<file path="src/rtl/mem_arbiter.sv">
// mem_arbiter: shares one external memory request/response interface between
// the I-cache refill path (port 0) and the D-cache refill/writeback path
// (port 1). Whole transactions are granted round-robin; the request and any
// write-data beats come from the winner, and responses are steered back by
// the external tag MSB.
module mem_arbiter #(
    parameter int ADDR_BITS   = 28,
    parameter int TAG_BITS    = 5,
    parameter int DATA_BITS   = 128,
    parameter int DATA_CYCLES = 4
) (
    input  logic                     clk,
    input  logic                     reset,

    input  logic                     p0_req_valid,
    output logic                     p0_req_ready,
    input  logic                     p0_req_rw,
    input  logic [ADDR_BITS-1:0]     p0_req_addr,
    input  logic [TAG_BITS-2:0]      p0_req_tag,
    input  logic                     p0_data_valid,
    output logic                     p0_data_ready,
    input  logic [DATA_BITS-1:0]     p0_data_bits,
    input  logic [DATA_BITS/8-1:0]   p0_data_mask,
    output logic                     p0_resp_valid,
    output logic [TAG_BITS-2:0]      p0_resp_tag,
    output logic [DATA_BITS-1:0]     p0_resp_data,

    input  logic                     p1_req_valid,
    output logic                     p1_req_ready,
    input  logic                     p1_req_rw,
    input  logic [ADDR_BITS-1:0]     p1_req_addr,
    input  logic [TAG_BITS-2:0]      p1_req_tag,
    input  logic                     p1_data_valid,
    output logic                     p1_data_ready,
    input  logic [DATA_BITS-1:0]     p1_data_bits,
    input  logic [DATA_BITS/8-1:0]   p1_data_mask,
    output logic                     p1_resp_valid,
    output logic [TAG_BITS-2:0]      p1_resp_tag,
    output logic [DATA_BITS-1:0]     p1_resp_data,

    output logic                     mem_req_valid,
    input  logic                     mem_req_ready,
    output logic                     mem_req_rw,
    output logic [ADDR_BITS-1:0]     mem_req_addr,
    output logic [TAG_BITS-1:0]      mem_req_tag,
    output logic                     mem_req_data_valid,
    input  logic                     mem_req_data_ready,
    output logic [DATA_BITS-1:0]     mem_req_data_bits,
    output logic [DATA_BITS/8-1:0]   mem_req_data_mask,

    input  logic                     mem_resp_valid,
    input  logic [TAG_BITS-1:0]      mem_resp_tag,
    input  logic [DATA_BITS-1:0]     mem_resp_data
);
    localparam int CNT_W = (DATA_CYCLES > 1) ? $clog2(DATA_CYCLES) : 1;
    localparam logic [CNT_W-1:0] LAST_BEAT = CNT_W'(DATA_CYCLES - 1);

    typedef enum logic [1:0] {
        IDLE  = 2'd0,
        GRANT = 2'd1,
        WDATA = 2'd2
    } state_t;

    state_t             state;
    logic               grant;
    logic               last;
    logic [CNT_W-1:0]   beat_cnt;

    logic               in_grant;
    logic               in_wdata;
    logic               sel_req_valid;
    logic               sel_req_rw;
    logic               sel_data_valid;
    logic               req_fire;
    logic               data_fire;

    assign in_grant       = (state == GRANT);
    assign in_wdata       = (state == WDATA);
    assign sel_req_valid  = grant ? p1_req_valid  : p0_req_valid;
    assign sel_req_rw     = grant ? p1_req_rw     : p0_req_rw;
    assign sel_data_valid = grant ? p1_data_valid : p0_data_valid;
    assign req_fire       = in_grant & sel_req_valid & mem_req_ready;
    assign data_fire      = in_wdata & sel_data_valid & mem_req_data_ready;

    // Transaction sequencing: pick a winner in IDLE, hold it through the
    // request handshake and, for writes, through every data beat.
    always_ff @(posedge clk) begin
        if (reset) begin
            state    <= IDLE;
            grant    <= 1'b0;
            last     <= 1'b1;
            beat_cnt <= '0;
        end else begin
            case (state)
                IDLE: begin
                    if (p0_req_valid || p1_req_valid) begin
                        // A tie goes to the port that was not granted last.
                        grant <= (p0_req_valid && p1_req_valid) ? ~last : p1_req_valid;
                        state <= GRANT;
                    end
                end
                GRANT: begin
                    if (req_fire) begin
                        last     <= grant;
                        beat_cnt <= '0;
                        state    <= sel_req_rw ? WDATA : IDLE;
                    end
                end
                WDATA: begin
                    if (data_fire) begin
                        if (beat_cnt == LAST_BEAT) begin
                            beat_cnt <= '0;
                            state    <= IDLE;
                        end else begin
                            beat_cnt <= beat_cnt + CNT_W'(1);
                        end
                    end
                end
                default: state <= IDLE;
            endcase
        end
    end

    // Request channel: only the granted port sees ready, only in GRANT.
    assign mem_req_valid = in_grant & sel_req_valid;
    assign mem_req_rw    = sel_req_rw;
    assign mem_req_addr  = grant ? p1_req_addr : p0_req_addr;
    assign mem_req_tag   = {grant, (grant ? p1_req_tag : p0_req_tag)};
    assign p0_req_ready  = in_grant & ~grant & mem_req_ready;
    assign p1_req_ready  = in_grant &  grant & mem_req_ready;

    // Write-data channel: open only to the granted port while in WDATA.
    assign mem_req_data_valid = in_wdata & sel_data_valid;
    assign mem_req_data_bits  = grant ? p1_data_bits : p0_data_bits;
    assign mem_req_data_mask  = grant ? p1_data_mask : p0_data_mask;
    assign p0_data_ready      = in_wdata & ~grant & mem_req_data_ready;
    assign p1_data_ready      = in_wdata &  grant & mem_req_data_ready;

    // Response steering is stateless: the tag MSB names the owner.
    assign p0_resp_valid = mem_resp_valid & ~mem_resp_tag[TAG_BITS-1];
    assign p1_resp_valid = mem_resp_valid &  mem_resp_tag[TAG_BITS-1];
    assign p0_resp_tag   = mem_resp_tag[TAG_BITS-2:0];
    assign p1_resp_tag   = mem_resp_tag[TAG_BITS-2:0];
    assign p0_resp_data  = mem_resp_data;
    assign p1_resp_data  = mem_resp_data;

endmodule

</file>
<file path="config.mk">
export PLATFORM = sky130hd
export DESIGN_NAME = mem_arbiter
export DESIGN_NICKNAME = d
export VERILOG_FILES = /design/src/rtl/mem_arbiter.sv
export SDC_FILE = /design/constraint.sdc
export NUM_CORES = 1
export LEC_CHECK = 0
export ABC_AREA = 1
export CORE_AREA = 3 3 365 367
export CTS_BUF_LIST = sky130_fd_sc_hd__clkbuf_8
export DETAILED_ROUTE_END_ITERATION = 10
export DIE_AREA = 0 0 368 370
export HOLD_SLACK_MARGIN = 0.06
export MAX_ROUTING_LAYER = met4
export PLACE_DENSITY = 0.3
export SLEW_MARGIN = 20
export SYNTH_ARGS = -nofsm -noshare
export SYNTH_HDL_FRONTEND = slang
export SYNTH_SLANG_ARGS = --single-unit
</file>
<file path="constraint.sdc">
create_clock -name clk -period 1.3 [get_ports clk]
set_input_delay 0.26 -clock clk [delete_from_list [all_inputs] [get_ports clk]]
set_output_delay 0.26 -clock clk [all_outputs]
set_load 0.01 [all_outputs]
</file>
# Word level (Yosys, flattened, before mapping)

Cells that the tools add are included.

Equal/unequal tests: 7
Reduce and logical (&&, ||, !) cells: 8
$add $sub $neg: 1
Bitwise gates (word level): 17
Multiplexer cells: 18

Operator list:

| kind                                                            | number |
|---|---|
| 128-bit two-way mux                                             | 1 |
| 28-bit two-way mux                                              | 1 |
| 16-bit two-way mux                                              | 1 |
| 2-bit two-way mux                                               | 8 |
| 1-bit AND                                                       | 14 |
| 2-bit by 1-bit != test with 1-bit output, second input constant | 3 |
| 2-bit case mux with 3 select lines                              | 1 |
| 2-bit == test, second input constant                            | 2 |
| 1-bit two-way mux                                               | 4 |
| 4-bit two-way mux                                               | 1 |
| 2-bit case mux with 2 select lines                              | 1 |
| 2-bit AND reduction                                             | 2 |
| 4-bit AND reduction                                             | 1 |
| 1-bit inverter                                                  | 3 |
| 3-bit AND reduction                                             | 1 |
| 2-bit by 1-bit adder with 2-bit output, second input constant   | 1 |
| 2-bit by 1-bit == test with 1-bit output, second input constant | 1 |
| 2-bit logical NOT                                               | 1 |
| 2-bit != test, second input constant                            | 1 |
| 2-bit nonzero test                                              | 1 |
| 1-bit logical AND                                               | 1 |
| 1-bit logical OR                                                | 1 |

Bits in registers: 6
Logic and storage cells: 55
Output and inout port bits: 450
Input port bits: 496

# Longest topological paths before layout

Depth after elaboration: 5
Mapped depth: 10
Depth with buffers taken out: 10

# Least setup slack after synthesis

No wires, ideal clock.

Path type: flip-flop to output port
From: register grant
To: output mem_req_data_bits[126]
Arrival: 1.047 ns
Buffers on the path: 3
Required time: 1.040 ns
Slack: -0.007 ns
Cell stages (with the launch flop): 6
Cell sequence: dfxtp_1 -> buf_2 -> buf_4 -> buf_2 -> nand2_1 -> nand2_1

Word-level cells in the longest chain between the ends: 1

RTL lines:

| item                     | RTL line | source |
|---|---|---|
| start: declaration       | 65       | `logic grant;` |
| start signal: assignment | 98       | `grant <= (p0_req_valid && p1_req_valid) ? ~last : p1_req_valid;` |
| 128-bit two-way mux      | 134      | `assign mem_req_data_bits = grant ? p1_data_bits : p0_data_bits;` |
| end: declaration         | 48       | `output logic [DATA_BITS-1:0] mem_req_data_bits,` |

No other way between the ends.

# Worst setup path in the final report

From: register grant
To: output mem_req_addr[7]

Word-level cells in the longest chain between the ends: 1

RTL lines:

| item               | RTL line | source |
|---|---|---|
| 28-bit two-way mux | 127      | `assign mem_req_addr = grant ? p1_req_addr : p0_req_addr;` |
| end: declaration   | 44       | `output logic [ADDR_BITS-1:0] mem_req_addr,` |

No other way between the ends.

==> results_dict.tcl <==
set metrics [dict create \
    syn_avg_cell_area_um2 5.12 \
    ys_seq_area_share_pct 2.56 \
    synth_top_cell_by_area "buf_4" \
    clockPowerShare_pct 3.8 \
    final_cell_area_mm2 0.0124 \
    gp_congestion 0.817 \
    synthSimpleGateAreaFrac_pct 47.5 \
    yosysWarnings 0 \
    min_path_type "reg -> reg" \
    crit_arrival_ps 1630 \
    required_ps 1040 \
    final-seq-area_um2 124 \
    die_area_mm2 0.136 \
    remaining_drc_errors 0 \
    drt_iter0_drc 179 \
    synth_top_area_share_pct 44.5 \
    irDropWorstVdd_v 0.000238 \
    nets 1783 \
    cts_tree "built" \
    outcome "complete, but fails checks" \
    setup_viol 191 \
    min_period_ps 1890 \
    ys_top_cells_by_area "buf_4 (44%), nand2_1 (44%), dfxtp_1 (2.6%), buf_2 (1.9%), inv_1 (0.88%)" \
    postPlaceCellArea_mm2 0.0106 \
    p_switching_mw 4.20 \
    maxSlewViolCount 0 \
    dp_hpwl_mm 69.1 \
    r2r_slack_ps -470 \
    critPathKind "reg -> out" \
    first_pass_iters 4 \
    overflow 0 \
    cts_buffers 3 \
    synth-xor-area-share_pct 0 \
    total_power_mw 8.94 \
    netlist-cell-type-count 21 \
    failed_checks "setup timing" \
    syn_nets 1414 \
    cp-end-kind "primary output" \
    grt_max_degree 35 \
    power.leakage_nw 5.65 \
    wl_per_cell_um 25.5 \
    final.setup.tns_ps -82520 \
    finalClockSkew_ps 7.02 \
    fp-row-count 132 \
    fin_ws_ps -587 \
    synth_mux_area_share_pct 0 \
    grt_pass1_wl_mm 91.8 \
    path_clk_slew_ps 50 \
    fmax_mhz 530 \
    multi_input_area_mm2 0.00323 \
    hold_buffers 0 \
    synthAdderAreaFrac_pct 0.267 \
    io_pins 946 \
    power-per-cell-area_mw_per_mm2 720 \
    hold_path_startpoint "beat_cnt[1]" \
    seq_power_share_pct 3.5 \
    path_max_fanout 6 \
    grt_pass1_vias 7286 \
    ys_seq_elements 6 \
    die_h_um 370 \
    syn_to_final_growth_pct 165 \
    vias 7095 \
    maxCapViolCount 0 \
    cts_root_buf "clkbuf_8" \
    dpl_worst_slack_ps -781 \
    start_util_pct 3.61 \
    cts_max_level 1 \
    ctsLongestPathBuffers 2 \
    p_int_mw 4.74 \
    clock_latency_ps 240 \
    start_kind "register" \
    fillCellCount 15400 \
    syn_area_mm2 0.00469 \
    rsz0062_at_grt "yes" \
    wl_mm 77.4 \
    worstMarginPinSlew_ps 273 \
    clock_sinks 6 \
    die-width_um 368 \
    synth_cells 917 \
    pwr-share-comb_pct 92.7 \
    placeableCoreArea_mm2 0.130 \
    synth_top_family_by_area "buffers and inverters" \
    portBuffers 549 \
    ant_nets 0 \
    drive_gt1_share_pct 37.6 \
    grt_usage_pct 10.9 \
    p_sw_share_pct 47.0 \
    antenna_found_initial 65 \
    timing.final.crit_share_pct 145 \
    r2r_start "grant" \
    synth_compound_area_share_pct 1.04 \
    routed_via_density 2.34 \
    hold_viol_final 0 \
    max-slew-margin-rel_pct 81.7 \
    worstSetupStartpoint "grant" \
]
-- final cells by class --
| cell class | count | share of cell area, % |
|---|---|---|
| timing repair buffer | 669 | 54.3 |
| multi-input combinational | 587 | 26.0 |
| clock inverter | 1 | 0.0302 |
| sequential | 6 | 0.997 |
| inverter | 19 | 0.796 |
| antenna | 3 | 0.0604 |
| tap | 1742 | 17.5 |
| clock buffer | 3 | 0.332 |
-- flip-flops by register name (all words and copies together) (netlist names) --
register / flops
beat_cnt: 2
state: 2
grant: 1
last: 1
-- path summary, 6_finish.rpt --
kind / end / cells after the start
max: mem_req_addr[7] / 8
min: beat_cnt[1] / 2
max reg2reg: state[1] / 11
min reg2reg: beat_cnt[1] / 2
-- per-stage QoR --
stage	cells	hold slack [ps]	util, %
after floorplan	917	329	-
after global placement	2950	457	8.17
after detailed placement	2950	463	8.17
after CTS	3010	474	8.99
after global routing	3029	520	9.57
final	3030	471	9.57
-- synthesized netlist by cell type --
cell type / count
nand2_1: 554
buf_4: 278
buf_2: 18
inv_1: 11
inv_2: 7
dfxtp_1: 6
clkbuf_1: 5
nand3_1: 5
nor2_1: 5
buf_1: 4
nand2_2: 4
nor3_1: 4
a21oi_1: 3
nor2_2: 3
nor2_4: 3
o21ai_1: 2
clkinv_2: 1
ha_1: 1
o211ai_1: 1
o21ai_4: 1
or2_0: 1
-- timing repair --
item	in CTS	in global routing
setup endpoints to repair	192	192
cloned	6	1
hold endpoints to repair	0	0
buffers inserted	53	28
resized for setup	607	472
pin swaps	23	48
-- placed cells by master, fill, tap and decap left out, types with 2 or more instances in the layout --
cell type / Yosys / final
nor2_4: 3 / 3
diode_2: 0 / 3
buf_2: 18 / 52
buf_12: 0 / 16
clkbuf_2: 0 / 27
dfxtp_1: 6 / 5
nand3_1: 5 / 5
nor2_1: 5 / 5
buf_16: 0 / 8
inv_2: 7 / 6
nand2_4: 0 / 84
nand2_2: 4 / 86
clkdlybuf4s15_2: 0 / 7
a21oi_1: 3 / 3
nand2_1: 554 / 384
buf_8: 0 / 15
dlygate4sd2_1: 0 / 2
inv_1: 11 / 12
nor3_2: 0 / 2
clkbuf_8: 0 / 3
nand2_8: 0 / 4
clkdlybuf4s50_1: 0 / 365
nor2_2: 3 / 3
nor3_4: 0 / 2
dlymetal6s2s_1: 0 / 15
buf_6: 0 / 107
clkdlybuf4s15_1: 0 / 2
buf_4: 278 / 52
-- power groups by stage --
| stage | clock network [mW] | logic, mW | registers [mW] |
|---|---|---|---|
| after floorplan | 0 | 3.17 | 0.289 |
| after detailed placement | 0 | 6.76 | 0.300 |
| final | 0.341 | 8.29 | 0.312 |
| after global placement | 0 | 6.82 | 0.300 |
| after CTS | 0.368 | 7.69 | 0.307 |
| after global routing | 0.371 | 8.99 | 0.320 |
-- critical path, cell delays in order (launching register included) --
cell	delay, ps
dfxtp_4	480
buf_12	210
buf_16	130
buf_8	110
buf_6	100
buf_12	100
nand2_4	50
nand2_4	80
buf_6	110
-- per-layer routing --
metal	track usage [%]	wire [um]	vias to the layer above
met5	-	0	-
met4	0.555	924	0
met3	8.63	14400	106
met2	17.3	34500	805
met1	11.1	27500	2989
li1	-	-	3195
-- cell families (layout without fill, tap and decap cells) --
family	count (synthesis)	after routing
adder cells (fa/ha/maj)	1	1
AO/OA/AOI/OAI	7	7
AND/OR/NAND/NOR	579	579
flip-flops	6	6
other	0	3
buffers and inverters	324	692
No activity file was read; power rests on OpenSTA's default activity.
